File: src/rtl/dac_spi_pkg.sv
// rtl/dac_spi_pkg.sv - shared types, constants and helpers for the DAC SPI transmitter
package dac_spi_pkg;

    localparam int CMD_W = 8;

    typedef enum logic [1:0] {
        IDLE,
        SHIFT,
        TAIL,
        GAP
    } state_t;

    // Offset binary: flip only the sign bit of a dw-bit two's complement value
    function automatic logic [63:0] to_offset_binary(input logic [63:0] sample, input int dw);
        return sample ^ (64'd1 << (dw - 1));
    endfunction

endpackage

File: src/rtl/dac_spi_tx_if.sv
// rtl/dac_spi_tx_if.sv - sample handshake between the FIR filter and the DAC transmitter
interface dac_spi_tx_if #(
    parameter int DW = 16
);
    logic          req_o;
    logic [DW-1:0] data_i;
    logic          valid_i;

    modport master (output data_i, output valid_i, input req_o);
    modport slave  (input data_i, input valid_i, output req_o);
endinterface

File: src/rtl/dac_spi_tx_strobe.sv
// rtl/dac_spi_tx_strobe.sv - free-running period counter with a one-cycle pulse on its last count
module sample_strobe #(
    parameter int PERIOD = 2083
) (
    input  logic clock,
    input  logic reset,
    output logic pulse_o
);
    localparam int CW = (PERIOD > 1) ? $clog2(PERIOD) : 1;
    localparam logic [CW-1:0] LAST = CW'(PERIOD - 1);

    logic [CW-1:0] r_cnt;

    always_ff @(posedge clock or posedge reset) begin
        if (reset) begin
            r_cnt <= '0;
        end else if (r_cnt == LAST) begin
            r_cnt <= '0;
        end else begin
            r_cnt <= r_cnt + 1'b1;
        end
    end

    assign pulse_o = (r_cnt == LAST);

endmodule

File: src/rtl/dac_spi_tx.sv
// rtl/dac_spi_tx.sv - sample request, holding register and framed SPI shift-out to a DAC
// Optional load strobe output ldac_n_o when DAC_SPI_TX_LDAC_EN is defined.
module dac_spi_tx
    import dac_spi_pkg::*;
#(
    parameter int                DW         = 16,
    parameter int                SCLK_DIV   = 4,
    parameter int                SAMPLE_DIV = 2083,
    parameter logic [CMD_W-1:0]  CMD        = 8'h30
) (
    input  logic         clock,
    input  logic         reset,
    dac_spi_tx_if.slave  smp,
    output logic         sclk_o,
    output logic         mosi_o,
    output logic         cs_n_o,
    output logic         busy_o,
    output logic         overrun_o
`ifdef DAC_SPI_TX_LDAC_EN
    ,
    output logic         ldac_n_o
`endif
);
    localparam int FW     = CMD_W + DW;
    localparam int HALVES = 2 * FW;
    localparam int DVW    = (SCLK_DIV > 1) ? $clog2(SCLK_DIV) : 1;
    localparam int HW     = $clog2(HALVES);
    localparam logic [DVW-1:0] DIV_LAST  = DVW'(SCLK_DIV - 1);
    localparam logic [HW-1:0]  HALF_LAST = HW'(HALVES - 1);

    if (SCLK_DIV < 1) begin : g_bad_sclk_div
        $error("dac_spi_tx: SCLK_DIV must be at least 1");
    end
    if (SAMPLE_DIV < (HALVES + 2) * SCLK_DIV + 1) begin : g_bad_sample_div
        $error("dac_spi_tx: SAMPLE_DIV shorter than one frame, overruns guaranteed");
    end

    state_t          r_state;
    state_t          w_next;
    logic            w_load;
    logic [DVW-1:0]  r_div;
    logic [HW-1:0]   r_half;
    logic [FW-1:0]   r_shift;
    logic [DW-1:0]   r_hold;
    logic            r_full;
    logic            r_overrun;
    logic            w_div_end;
    logic            w_half_end;

    sample_strobe #(.PERIOD(SAMPLE_DIV)) u_strobe (
        .clock   (clock),
        .reset   (reset),
        .pulse_o (smp.req_o)
    );

    assign w_div_end  = (r_div == DIV_LAST);
    assign w_half_end = (r_half == HALF_LAST);

    always_ff @(posedge clock or posedge reset) begin
        if (reset) begin
            r_state <= IDLE;
        end else begin
            r_state <= w_next;
        end
    end

    always_comb begin
        w_next = r_state;
        w_load = 1'b0;
        unique case (r_state)
            IDLE: begin
                if (r_full) begin
                    w_next = SHIFT;
                    w_load = 1'b1;
                end
            end
            SHIFT:   if (w_div_end && w_half_end) w_next = TAIL;
            TAIL:    if (w_div_end) w_next = GAP;
            GAP:     if (w_div_end) w_next = IDLE;
            default: w_next = IDLE;
        endcase
    end

    // Even half-periods are SCLK low; the next bit is presented as each high half ends
    always_ff @(posedge clock or posedge reset) begin
        if (reset) begin
            r_div   <= '0;
            r_half  <= '0;
            r_shift <= '0;
        end else if (w_load) begin
            r_div   <= '0;
            r_half  <= '0;
            r_shift <= {CMD, DW'(to_offset_binary(64'(r_hold), DW))};
        end else if (r_state != IDLE) begin
            if (w_div_end) begin
                r_div <= '0;
                if (r_state == SHIFT) begin
                    r_half <= r_half + 1'b1;
                    if (r_half[0] && !w_half_end) begin
                        r_shift <= {r_shift[FW-2:0], 1'b0};
                    end
                end
            end else begin
                r_div <= r_div + 1'b1;
            end
        end
    end

    // A new sample arriving on the consume cycle refills the register without loss
    always_ff @(posedge clock or posedge reset) begin
        if (reset) begin
            r_hold    <= '0;
            r_full    <= 1'b0;
            r_overrun <= 1'b0;
        end else if (smp.valid_i) begin
            r_hold <= smp.data_i;
            r_full <= 1'b1;
            if (r_full && !w_load) begin
                r_overrun <= 1'b1;
            end
        end else if (w_load) begin
            r_full <= 1'b0;
        end
    end

    assign sclk_o    = (r_state == SHIFT) && r_half[0];
    assign mosi_o    = r_shift[FW-1];
    assign cs_n_o    = (r_state == IDLE) || (r_state == GAP);
    assign busy_o    = (r_state != IDLE);
    assign overrun_o = r_overrun;
`ifdef DAC_SPI_TX_LDAC_EN
    assign ldac_n_o  = (r_state != GAP);
`endif

endmodule

File: src/flat_wrapper.sv
// flat-port wrapper written by rule: the top's interface ports become plain ports
module dac_spi_tx_flat import dac_spi_pkg::*;
#(
    parameter int                DW         = 16,
    parameter int                SCLK_DIV   = 4,
    parameter int                SAMPLE_DIV = 2083,
    parameter logic [CMD_W-1:0]  CMD        = 8'h30
)
  (clock, reset, sclk_o, mosi_o, cs_n_o, busy_o, overrun_o, smp_data_i, smp_valid_i, smp_req_o);
  dac_spi_tx_if #(.DW(DW)) smp_i ();
  input  logic clock;
  input  logic reset;
  output logic sclk_o;
  output logic mosi_o;
  output logic cs_n_o;
  output logic busy_o;
  output logic overrun_o;
  input wire logic [$bits(smp_i.data_i)-1:0] smp_data_i;
  input wire logic [$bits(smp_i.valid_i)-1:0] smp_valid_i;
  output wire logic [$bits(smp_i.req_o)-1:0] smp_req_o;
  assign smp_i.data_i = smp_data_i;
  assign smp_i.valid_i = smp_valid_i;
  assign smp_req_o = smp_i.req_o;
  dac_spi_tx #(.DW(DW), .SCLK_DIV(SCLK_DIV), .SAMPLE_DIV(SAMPLE_DIV), .CMD(CMD)) u_core (.clock(clock), .reset(reset), .smp(smp_i), .sclk_o(sclk_o), .mosi_o(mosi_o), .cs_n_o(cs_n_o), .busy_o(busy_o), .overrun_o(overrun_o));
endmodule
File: config.mk
export PLATFORM = sky130hd
export DESIGN_NAME = dac_spi_tx_flat
export DESIGN_NICKNAME = d
export VERILOG_FILES = /design/src/rtl/dac_spi_pkg.sv /design/src/rtl/dac_spi_tx_if.sv /design/src/rtl/dac_spi_tx_strobe.sv /design/src/rtl/dac_spi_tx.sv /design/src/flat_wrapper.sv
export SDC_FILE = /design/constraint.sdc
export NUM_CORES = 1
export LEC_CHECK = 0
export CORE_MARGIN = 3
export CORE_UTILIZATION = 40
export DETAILED_ROUTE_END_ITERATION = 10
export MAX_ROUTING_LAYER = met4
export PLACE_DENSITY = 0.69
export SYNTH_ARGS = -nofsm -noshare
export SYNTH_HDL_FRONTEND = slang
export SYNTH_SLANG_ARGS = --single-unit
File: constraint.sdc
create_clock -name clock -period 1.8 [get_ports clock]
set_input_delay 0.18 -clock clock [delete_from_list [all_inputs] [get_ports clock]]
set_output_delay 0.18 -clock clock [all_outputs]
set_load 0.02 [all_outputs]
==> metrics.txt <==
most common cell after layout, fill and taps aside=dfrtp_1; Reg-to-Reg Start=u_core.r_half[1]; vias in the first global route=1,993; Final nets=326; total congestion overflow=0; syn_nets=278; initial antenna violation count=0; commonest non-fill, non-tap cells in the layout=dfrtp_1 (64), nand2_1 (30), nand3_1 (23); Placed Cells incl. Taps=379; critical path class=flip-flop to output port; Slew @ Worst Pin=445 ps; global route hottest layer=met2; clk root buf=clkbuf_8; via density per instance=5.11; Worst R2R End=u_core.r_state[1]; async set-reset flop share out of synthesis=1.00; DRT antenna net count=0; CORE AREA=0.00683 mm²; run status=finished, final reports clean; number of max-cap violations=0; met3 GRT Util=0.0477; DRC=0; max_slew headroom=0.703; CP Max Fanout=2; H-tree levels=3; Worst VDD drop=698 µV; post-layout min period=1790 ps; largest family of logic cells by synthesized area=simple AND/OR/NAND/NOR gates; Clock Sinks=64; clk_lat worst skew=350 ps; post-synth top area cell=dfrtp_1; critical path startpoint category=flip-flop; Synth Area in Simple Gates=0.163; Vias=2,039; PnR Total Power=4.64 mW; post-route insts no fill=399; final setup fails=0; post-cts hold buffer count=0; final RePlAce weighted congestion=0.821; Synth Area in XOR/XNOR=0.0402; Post-synth EDFFs=0; post-detail-place hpwl=3510 µm; # IOs=25; sequential cell area fraction in the yosys report=0.565; initial core utilization=0.415; CTS tree=yes; first-pass GRT wire length=9560 µm; IO buf count=24; Adder-Cell Fraction of Synth Area=0.0397; Mean Syn Cell Area=11.3 µm²; Synth area leaders=dfrtp_1 (57%), mux2_2 (6.4%), nand3_1 (4.1%); TritonRoute pass-1 iters=4; Critical Path End Type=output port; FF-to-FF setup slack=120 ps; synth warn=0; Die Footprint=0.00813 mm²; per-cell routed wire length=14.2 µm; die height=90.2 µm; largest net degree at the start of global routing=27; Req. time, crit path=1620 ps; Max Freq=0.557 GHz; Final Skew=6.90 ps; layout cell share with drive strength beyond 1=0.241; fin crit share=0.997; Reg clk slew, reported paths=70 ps; Static Leak=1.69 nW; Worst Hold Class=input pin to asynchronous set/reset pin; initial DRC count=140; Layout area overhead=28.1%; row cnt=30; Top FF cell, synth=dfrtp_1; met2 Track Usage GR=0.233; Final Slew Violations=0; Synth Cell Area=0.00283 mm²; GR Util met1=0.186; Netlist cell types=40; Arrival @ worst endpoint=1610 ps; mux cell area share after synthesis=0.0742; Mapped Cells=250; fill count=616; Synth Register Bits=64; worst-case clock buffer depth=2; final WL=5660 µm; Ant. Diodes=0; total CTS buffers=9; Reg2Reg Depth=5; Power per Cell Area=1280 mW/mm²; hold_ws=155 ps; Die Wd=90.2 µm; total track usage=0.153; Fin. Hold Viols=0; Synth top area share=0.565; RSZ-0062 raised after global routing=true; Synth Area in Compound Gates=0.0870
## Yosys cell counts (2+ instances only)
| library cell | count |
|---|---|
| xor2_1 | 6 |
| mux2_2 | 16 |
| nand4_1 | 3 |
| nor3_1 | 4 |
| dfrtp_1 | 64 |
| a22oi_1 | 15 |
| buf_2 | 4 |
| nand2_1 | 30 |
| nor2_1 | 19 |
| a21oi_1 | 2 |
| xnor2_1 | 7 |
| clkbuf_1 | 4 |
| nand3_1 | 23 |
| buf_6 | 2 |
| mux2i_1 | 3 |
| o21ai_0 | 10 |
| ha_1 | 9 |
| inv_1 | 7 |
## area by class of cell
type / instances / area, µm² / share of cell area
Timing Repair Buffer: 45 / 443 / 0.122
Clock inverter: 6 / 115 / 0.0317
Clock buffer: 10 / 138 / 0.0379
Tap cell: 96 / 120 / 0.0331
Inverter: 8 / 30.0 / 0.00827
Multi-Input combinational cell: 170 / 1180 / 0.326
Sequential cell: 64 / 1600 / 0.441
## report_power, final
group | switching, mW | leakage [nW] | internal [mW] | total, mW
clock network | 0.585 | 0.123 | 0.964 | 1.55
registers | 0.172 | 0.790 | 1.72 | 1.89
logic | 0.657 | 0.777 | 0.544 | 1.20
## sequential cells by signal, indices dropped and copies added (netlist names)
| register | cells |
|---|---|
| u_core.r_state | 2 |
| u_core.r_half | 6 |
| u_core.r_shift | 24 |
| u_core.r_div | 2 |
| u_core.u_strobe.r_cnt | 12 |
| u_core.r_hold | 16 |
| u_core.r_full | 1 |
| u_core.overrun_o | 1 |
## kinds of logic after synthesis
kind of cell | Yosys count
adder cells (fa/ha/maj) | 9
buffers and inverters | 18
AO/OA/AOI/OAI | 35
AND/OR/NAND/NOR | 92
XOR/XNOR | 13
flip-flops | 64
multiplexers | 19
## metrics by stage
stage                      util  worst slack [ps]  area [µm²]  setup TNS [ps]
after global routing      0.532              -170        3630            -170
after floorplan               -              21.9        2830               0
after CTS                 0.526             -60.8        3590           -60.8
after detailed placement  0.487              -156        3330            -156
after global placement    0.487              -144        3330            -144
final                     0.532              5.44        3630               0
## layer usage
layer | vias up | part of all wire | wire (µm)
met5 | - | 0 | 0
met4 | 0 | 0.022 | 122
met3 | 10 | 0.051 | 288
met2 | 43 | 0.49 | 2760
met1 | 1015 | 0.44 | 2490
li1 | 971 | - | -
## critical path, stage by stage, from the launching register on
cell and delay (ps):
dfrtp_1 380, inv_1 60, ha_1 140, nor4bb_4 180, nand4_1 160, nor4_4 180
buf_4 190
## what timing repair did
item | CTS | global route
resized for setup | 9 | 6
pin swaps | 1 | 1
setup buffers | 0 | 2
endpoints found under the hold margin | 0 | 0
endpoints found under the setup margin | 5 | 28
gates cloned | 1 | 1
## worst max-delay path by stage
stage / from / endpoint / depth (start not counted)
6_report: u_core.u_strobe.r_cnt[0] / smp_req_o / 6
5_1_grt: u_core.u_strobe.r_cnt[0] / smp_req_o / 6
4_1_cts: u_core.u_strobe.r_cnt[0] / smp_req_o / 6
3_5_place_dp: u_core.u_strobe.r_cnt[0] / smp_req_o / 6
3_3_place_gp: u_core.u_strobe.r_cnt[0] / smp_req_o / 6
2_1_floorplan: reset / u_core.overrun_o / 1
Note: power is estimated with default switching activity, not from simulation.
